$ cat src/rtl/win_prob_est.sv
// Windowed ones-counter that turns a stochastic bitstream into a fixed-point probability estimate.
// Optional bipolar output oBip is enabled by defining WIN_PROB_EST_BIPOLAR_EN.
module win_prob_est #(
  parameter int BITWIDTH  = 8,
  parameter int FBITWIDTH = 4
) (
  input  logic                  iClk,
  input  logic                  iRst,
  input  logic                  iClr,
  input  logic                  iEn,
  input  logic [BITWIDTH-1:0]   iWINLOG2,
  input  logic                  iBit,
  input  logic                  iReady,
  output logic                  oValid,
  output logic [BITWIDTH:0]     oOnes,
  output logic [FBITWIDTH-1:0]  oProb,
`ifdef WIN_PROB_EST_BIPOLAR_EN
  output logic signed [FBITWIDTH:0] oBip,
`endif
  output logic                  oOverrun
);

  localparam logic [BITWIDTH-1:0] MAXWL = BITWIDTH'(BITWIDTH);
  localparam logic [BITWIDTH:0]   ONE   = (BITWIDTH+1)'(1);

  logic [BITWIDTH-1:0]          pos;
  logic [BITWIDTH:0]            acc;
  logic [BITWIDTH-1:0]          wlReg;
  logic [BITWIDTH-1:0]          wlIn;
  logic [BITWIDTH-1:0]          wlCur;
  logic [BITWIDTH-1:0]          lastPos;
  logic                         lastBit;
  logic                         load;
  logic [BITWIDTH:0]            onesNext;
  logic [BITWIDTH+FBITWIDTH-1:0] scaled;
  logic [FBITWIDTH-1:0]         probNext;

  // The window length is taken live from the input at position 0 and held in wlReg for the rest
  // of the window, so mid-window changes of iWINLOG2 only apply from the next window.
  always_comb begin
    wlIn     = (iWINLOG2 > MAXWL) ? MAXWL : iWINLOG2;
    wlCur    = (pos == '0) ? wlIn : wlReg;
    lastPos  = BITWIDTH'((ONE << wlCur) - ONE);
    lastBit  = iEn && (pos == lastPos);
    onesNext = acc + (BITWIDTH+1)'(iBit);
    scaled   = (BITWIDTH+FBITWIDTH)'(onesNext) << (FBITWIDTH-1);
    probNext = FBITWIDTH'(scaled >> wlCur);
    load     = lastBit && (!oValid || iReady);
  end

  always_ff @(posedge iClk) begin
    if (iRst) begin
      pos      <= '0;
      acc      <= '0;
      wlReg    <= '0;
      oValid   <= 1'b0;
      oOnes    <= '0;
      oProb    <= '0;
      oOverrun <= 1'b0;
    end else if (iClr) begin
      pos      <= '0;
      acc      <= '0;
      wlReg    <= wlIn;
      oValid   <= 1'b0;
      oOnes    <= '0;
      oProb    <= '0;
      oOverrun <= 1'b0;
    end else begin
      if (iEn) begin
        wlReg <= wlCur;
        if (lastBit) begin
          pos <= '0;
          acc <= '0;
        end else begin
          pos <= pos + BITWIDTH'(1);
          acc <= onesNext;
        end
      end
      // A completed window whose result cannot be delivered is dropped and flagged.
      if (lastBit && oValid && !iReady) begin
        oOverrun <= 1'b1;
      end
      if (load) begin
        oValid <= 1'b1;
        oOnes  <= onesNext;
        oProb  <= probNext;
      end else if (oValid && iReady) begin
        oValid <= 1'b0;
      end
    end
  end

`ifdef WIN_PROB_EST_BIPOLAR_EN
  localparam logic [FBITWIDTH:0] HALF = (FBITWIDTH+1)'(1) << (FBITWIDTH-1);

  logic [FBITWIDTH:0] bipNext;

  // 2*prob - 1.0 wraps correctly in FBITWIDTH+1 bits because the result lies in [-1.0, +1.0].
  assign bipNext = {probNext, 1'b0} - HALF;

  always_ff @(posedge iClk) begin
    if (iRst || iClr) begin
      oBip <= '0;
    end else if (load) begin
      oBip <= bipNext;
    end
  end
`endif

endmodule
$ cat config.mk
export PLATFORM = sky130hd
export DESIGN_NAME = win_prob_est
export DESIGN_NICKNAME = d
export VERILOG_FILES = /design/src/rtl/win_prob_est.sv
export SDC_FILE = /design/constraint.sdc
export NUM_CORES = 1
export LEC_CHECK = 0
export BUFFER_PORTS_ARGS = -buffer_cell sky130_fd_sc_hd__buf_2
export CELL_PAD_IN_SITES_DETAIL_PLACEMENT = 0
export CELL_PAD_IN_SITES_GLOBAL_PLACEMENT = 1
export CORE_ASPECT_RATIO = 0.7
export CORE_MARGIN = 4
export CORE_UTILIZATION = 47
export CTS_CLUSTER_SIZE = 8
export DETAILED_ROUTE_END_ITERATION = 6
export HOLD_SLACK_MARGIN = 0.05
export PLACE_DENSITY = 0.91
export SLEW_MARGIN = 20
export SYNTH_ARGS = -nofsm -noshare
export SYNTH_HDL_FRONTEND = slang
export SYNTH_SLANG_ARGS = --single-unit
$ cat constraint.sdc
create_clock -name iClk -period 6.8 [get_ports iClk]
set_input_delay 0.68 -clock iClk [delete_from_list [all_inputs] [get_ports iClk]]
set_output_delay 0.68 -clock iClk [all_outputs]
set_load 0.02 [all_outputs]
# Yosys cells after proc, flatten, opt, wreduce, memory -nomap -nowiden
# Cells that the tools add are included.
[op_classes]
n_addsub = 3
n_lt_le_gt_ge = 1
n_eq_ne = 1
shifts = 2
mux = 8
n_reduce_logical = 12
[ops]
columns = ["cell", "n"]
rows = [
  ["$mux W8", 5],
  ["$shr A12 B8 Y4", 1],
  ["$add A9 B1 Y9", 1],
  ["$mux W9", 1],
  ["$add A8 B1 Y8 const B", 1],
  ["$eq A8 B8 Y1", 1],
  ["$gt A8 B4 Y1 const B", 1],
  ["$logic_not A8 Y1", 1],
  ["$shl A1 B8 Y8 const A", 1],
  ["$sub A8 B1 Y8 const B", 1],
  ["$logic_and A1 B1 Y1", 5],
  ["$reduce_bool A2 Y1", 2],
  ["$logic_not A1 Y1", 2],
  ["$mux W1", 2],
  ["$reduce_or A2 Y1", 1],
  ["$logic_or A1 B1 Y1", 1],
]
[word_totals]
register_bits = 40
output_inout_bits = 15
word_cells = 34

# Depth between registers and ports, before layout
[depth]
word_depth = 9
depth_mapped = 19

# Least setup slack after synthesis
# No wires, ideal clock.
[synth_path]
kind = "register -> register"
from = "register pos[0]"
to = "register oOnes[6]"
setup_ns = 0.079
arrival_ns = 4.090
setup_slack_ns = 2.631
path_stages_with_launch = 19
n_path_buf = 4
period_less_slack_ns = 4.169
cell_sequence = "dfxtp_1 -> inv_1 -> ha_1 -> or4b_4 -> o21ai_1 -> o21a_1 -> buf_2 -> buf_1 -> nand3_1 -> ha_1 -> clkbuf_1 -> xor2_1 -> o21ai_1 -> mux2_2 -> a211o_1 -> nor4_4 -> buf_6 -> nor2_2 -> a211oi_2"
[synth_between]
elab_chain_len = 7
[synth_lines]
columns = ["element", "line", "source"]
rows = [
  ["start, declared", "26", "logic [BITWIDTH-1:0] pos;"],
  ["start signal, assigned", "75", "pos <= pos + BITWIDTH'(1);"],
  ["$logic_not A8 Y1", "42", "wlCur = (pos == '0) ? wlIn : wlReg;"],
  ["$mux W8", "42", ""],
  ["$shl A1 B8 Y8", "43", "lastPos = BITWIDTH'((ONE << wlCur) - ONE);"],
  ["$sub A8 B1 Y8", "43", ""],
  ["$eq A8 B8 Y1 (*)", "44", "lastBit = iEn && (pos == lastPos);"],
  ["$logic_and A1 B1 Y1 (*)", "44", ""],
  ["$logic_and A1 B1 Y1 (*)", "48", "load = lastBit && (!oValid || iReady);"],
  ["end signal, assigned", "85", "oOnes <= onesNext;"],
  ["end, declared", "15", "output logic [BITWIDTH:0] oOnes,"],
]
# Mark *: on every way between the ends. The rest lies on a longest branch, timed or not.
# A chain may end at the register's enable or synchronous reset.

# Worst setup path after layout
[layout_path]
from = "register pos[0]"
to = "register oOnes[0]"
# Same word-level chain as after synthesis.

==> impl_metrics.toml <==
[synth]
syn-instance-count = 342
ys_ff_latch = 40
synth_ff_type = "dfxtp_1"
synth_top_area_cell = "dfxtp_1"
synth_area_um2 = 2650
ys_seq_area_share_pct = 30.2
yosysWarnings = 0
synth.distinct_cells = 56
async_reset_ff_share_pct = 0
synthesis.nets = 361
synthTopCellsByArea = "dfxtp_1 (30%), nor2_1 (8.3%), a21oi_1 (4.2%), xor2_1 (4.0%), mux2i_1 (3.8%)"
yosysTopAreaCellShare_pct = 30.2
syn_avg_cell_area_um2 = 7.76
synth_edf_count = 0

[power]
seqPwrFrac_pct = 52.1
internal_power_uw = 334
pwr-share-clk_pct = 37.5
net-switching-power_uw = 120
switching_share_pct = 26.5
cellPowerDensity_nw_per_um2 = 156
leakagePower_nw = 1.11
share_comb_of_total_power_pct = 10.3
max-vdd-ir-drop_uv = 81.3

[worst_setup_path]
crit_path_start_kind = "flop"
cp-endpoint = "oOnes[0]"
critPathMaxFanout = 18
worstPathCellList = "inv_1, ha_1, or4b_4, o21ai_1, o21a_1, nand3_1, ha_1, xor2_1, o21ai_1, mux2_2, a211o_1, nor4_4, buf_4, mux2i_1, nor2_1"
reg2reg_from = "pos[0]"
critPathBufInv = 2
reg2reg_to = "oOnes[0]"
crit_path_top_delay_cell = "o21a_1"
max_stage_delay_ns = 0.56
cp.arrival_ns = 4.84
cp.depth = 15
crit_type = "flop to flop"
required_ns = 6.98
regToRegSetupSlack_ns = 2.15
critPathLaunch = "pos[0]"
r2r_cells = 15
end_kind = "flop"
crit_family = "compound AO/OA/AOI/OAI gates"

[cts]
cts_sinks = 40
cts.path.max_buffers = 2
clk_pin_slew_ns = 0.08
hold_buffers = 0
post-cts-setup-buffers = 0
clk_latency_ns = 0.30
cts_resized = 0
ctsHtreeMaxLevel = 2
cts_buffers = 5
root_buffer = "clkbuf_8"
tritoncts = "built"

[sta]
slew_viol_final = 0
slew_headroom_pct = 47.1
grt_setup_unrepaired = "no"
tightestPinTransition_ns = 0.788
post-route-min-period_ns = 4.65
clock.fmax_mhz = 215
layout_setup_ws_ns = 2.15
setup_viol_count_final = 0
clock_skew_ns = 0.0137
holdWs_ns = 0.459
hold_viol = 0
tns_ns = 0
fin_crit_sh_pct = 68.4

[hold_path]
hold_path_class = "flop to flop"
min_from = "oProb[3]"

[placed_design]
placed_cell_area_um2 = 2800
pre_cts_slack_ns = 2.01
numPortBuffers = 28
hpwl_mm = 5.10
dp_cells = 426
gp_congestion = 0.937

[global_route]
grt.overflow.total = 0
grt_max_degree = 19
grt_pass1_vias = 2286
grt_pass1_wl_mm = 11.3
antenna_found_initial = 0
track_usage_pct = 19.5

[final_layout]
area_growth_pct = 9.76
final_cells = 435
n_fill_cell = 522
antennaDiodeCount = 0
final_area_um2 = 2910
layout-drive-gt1-share_pct = 17.4
final_nets = 381

[floorplanning]
fp.coreArea_um2 = 5340
ios = 29
initial_core_util_pct = 49.7
rows = 22
die-area_um2 = 6930
die_w_um = 97.8
die_y_um = 70.9

[detailed_routing]
postRouteAntennaNets = 0
firstDrtPassIters = 5
drt_iter0_markers = 230
wl_mm = 6.80
via_per_inst = 6.01
num_vias = 2615
wl_per_cell_um = 15.6
drc = 0

[status]
outcome = "completed"

[run]
maxCapViolations = 0
synth_stat cells, types with 3 or more instances:
| library cell | count |
|---|---|
| buf_6 | 3 |
| nor4_1 | 3 |
| o211ai_1 | 4 |
| clkbuf_1 | 9 |
| xor2_1 | 12 |
| o21a_1 | 3 |
| nand3_1 | 13 |
| nor2b_1 | 4 |
| mux2i_1 | 10 |
| xnor2_1 | 5 |
| nand4_1 | 9 |
| dfxtp_1 | 40 |
| inv_1 | 7 |
| a211o_1 | 3 |
| and3_1 | 3 |
| o22ai_1 | 3 |
| o21ai_0 | 16 |
| ha_1 | 5 |
| nor2_1 | 59 |
| nor3_1 | 7 |
| buf_2 | 4 |
| or2_2 | 5 |
| o31ai_1 | 3 |
| nand2_1 | 24 |
| a21oi_1 | 22 |
| a211oi_1 | 8 |
| a22o_1 | 7 |
| mux2_2 | 4 |
| a221o_1 | 3 |
| o21ai_1 | 6 |
| and2_1 | 6 |
| or3_1 | 3 |
routing by layer:
| metal | track usage [%] | share of wire, % | vias up |
|---|---|---|---|
| met1 | 29.6 | 51 | 1208 |
| met2 | 28.6 | 41 | 117 |
| met3 | 4.33 | 7.5 | 8 |
| met4 | 3.38 | 0.75 | 0 |
| met5 | 0 | 0 | - |
| li1 | - | - | 1282 |
power groups by stage:
stage                     registers [mW]  logic (mW)  clock network (mW)
after floorplan                    0.242      0.0322                   0
after global placement             0.242      0.0453                   0
after detailed placement           0.242      0.0454                   0
after CTS                          0.237      0.0458               0.173
after global routing               0.237      0.0515               0.182
final                              0.237      0.0468               0.171
cell usage in the layout, fill, tap and decap left out, types with 8 or more instances in the layout:
cell type,count
a211oi_1,8
nand3_1,13
nand2_1,24
nand4_1,9
o21ai_0,16
mux2i_1,10
xor2_1,12
a21oi_1,22
nor2_1,59
dfxtp_1,40
buf_2,28
metrics by stage:
stage               utilization, %  total power [mW]
floorplan                        -             0.274
global placement              52.5             0.288
detailed placement            52.5             0.288
CTS                           54.3             0.456
global route                  54.5             0.471
finish                        54.5             0.454
registers in the layout, indices dropped and copies added, names as in the netlist:
name / count
oOnes: 9
oValid: 1
acc: 9
wlReg: 8
pos: 8
oOverrun: 1
oProb: 4
worst reg2reg max path, stage by stage (launching register included):
cell	delay, ns
dfxtp_1	0.37
inv_1	0.13
ha_1	0.18
or4b_4	0.52
o21ai_1	0.23
o21a_1	0.56
nand3_1	0.15
ha_1	0.34
xor2_1	0.31
o21ai_1	0.11
mux2_2	0.29
a211o_1	0.32
nor4_4	0.46
buf_4	0.31
mux2i_1	0.21
nor2_1	0.05
layout make-up:
type                    count  area (um^2)  share of cell area [%]
multi-input cells         276         1730                    59.3
flip-flops and latches     40          801                    27.5
repair buffers             32          170                    5.84
well taps                  72         90.1                    3.09
clock buffers               6         82.6                    2.84
inverters                   7         26.3                   0.902
clock inverters             2         15.0                   0.516
logic make-up after synthesis:
| kind of cell | synth area share [%] |
|---|---|
| AOI/OAI and AO/OA | 23.1 |
| and+or+nand+nor | 28.4 |
| buffers and inverters | 4.86 |
| adders and majority gates | 2.36 |
| DFF | 30.2 |
| xor gates and xnor gates | 5.61 |
| muxes | 5.47 |
worst min-delay path by stage:
stage	to	slack, ns	depth (start not counted)
after CTS	oProb[3]	0.46	2
after floorplan	acc[0]	0.45	1
after global placement	oProb[1]	0.45	2
final	oProb[3]	0.46	2
after detailed placement	oProb[3]	0.45	2
after global routing	oProb[1]	0.50	2
No activity file was read; power rests on OpenSTA's default activity.
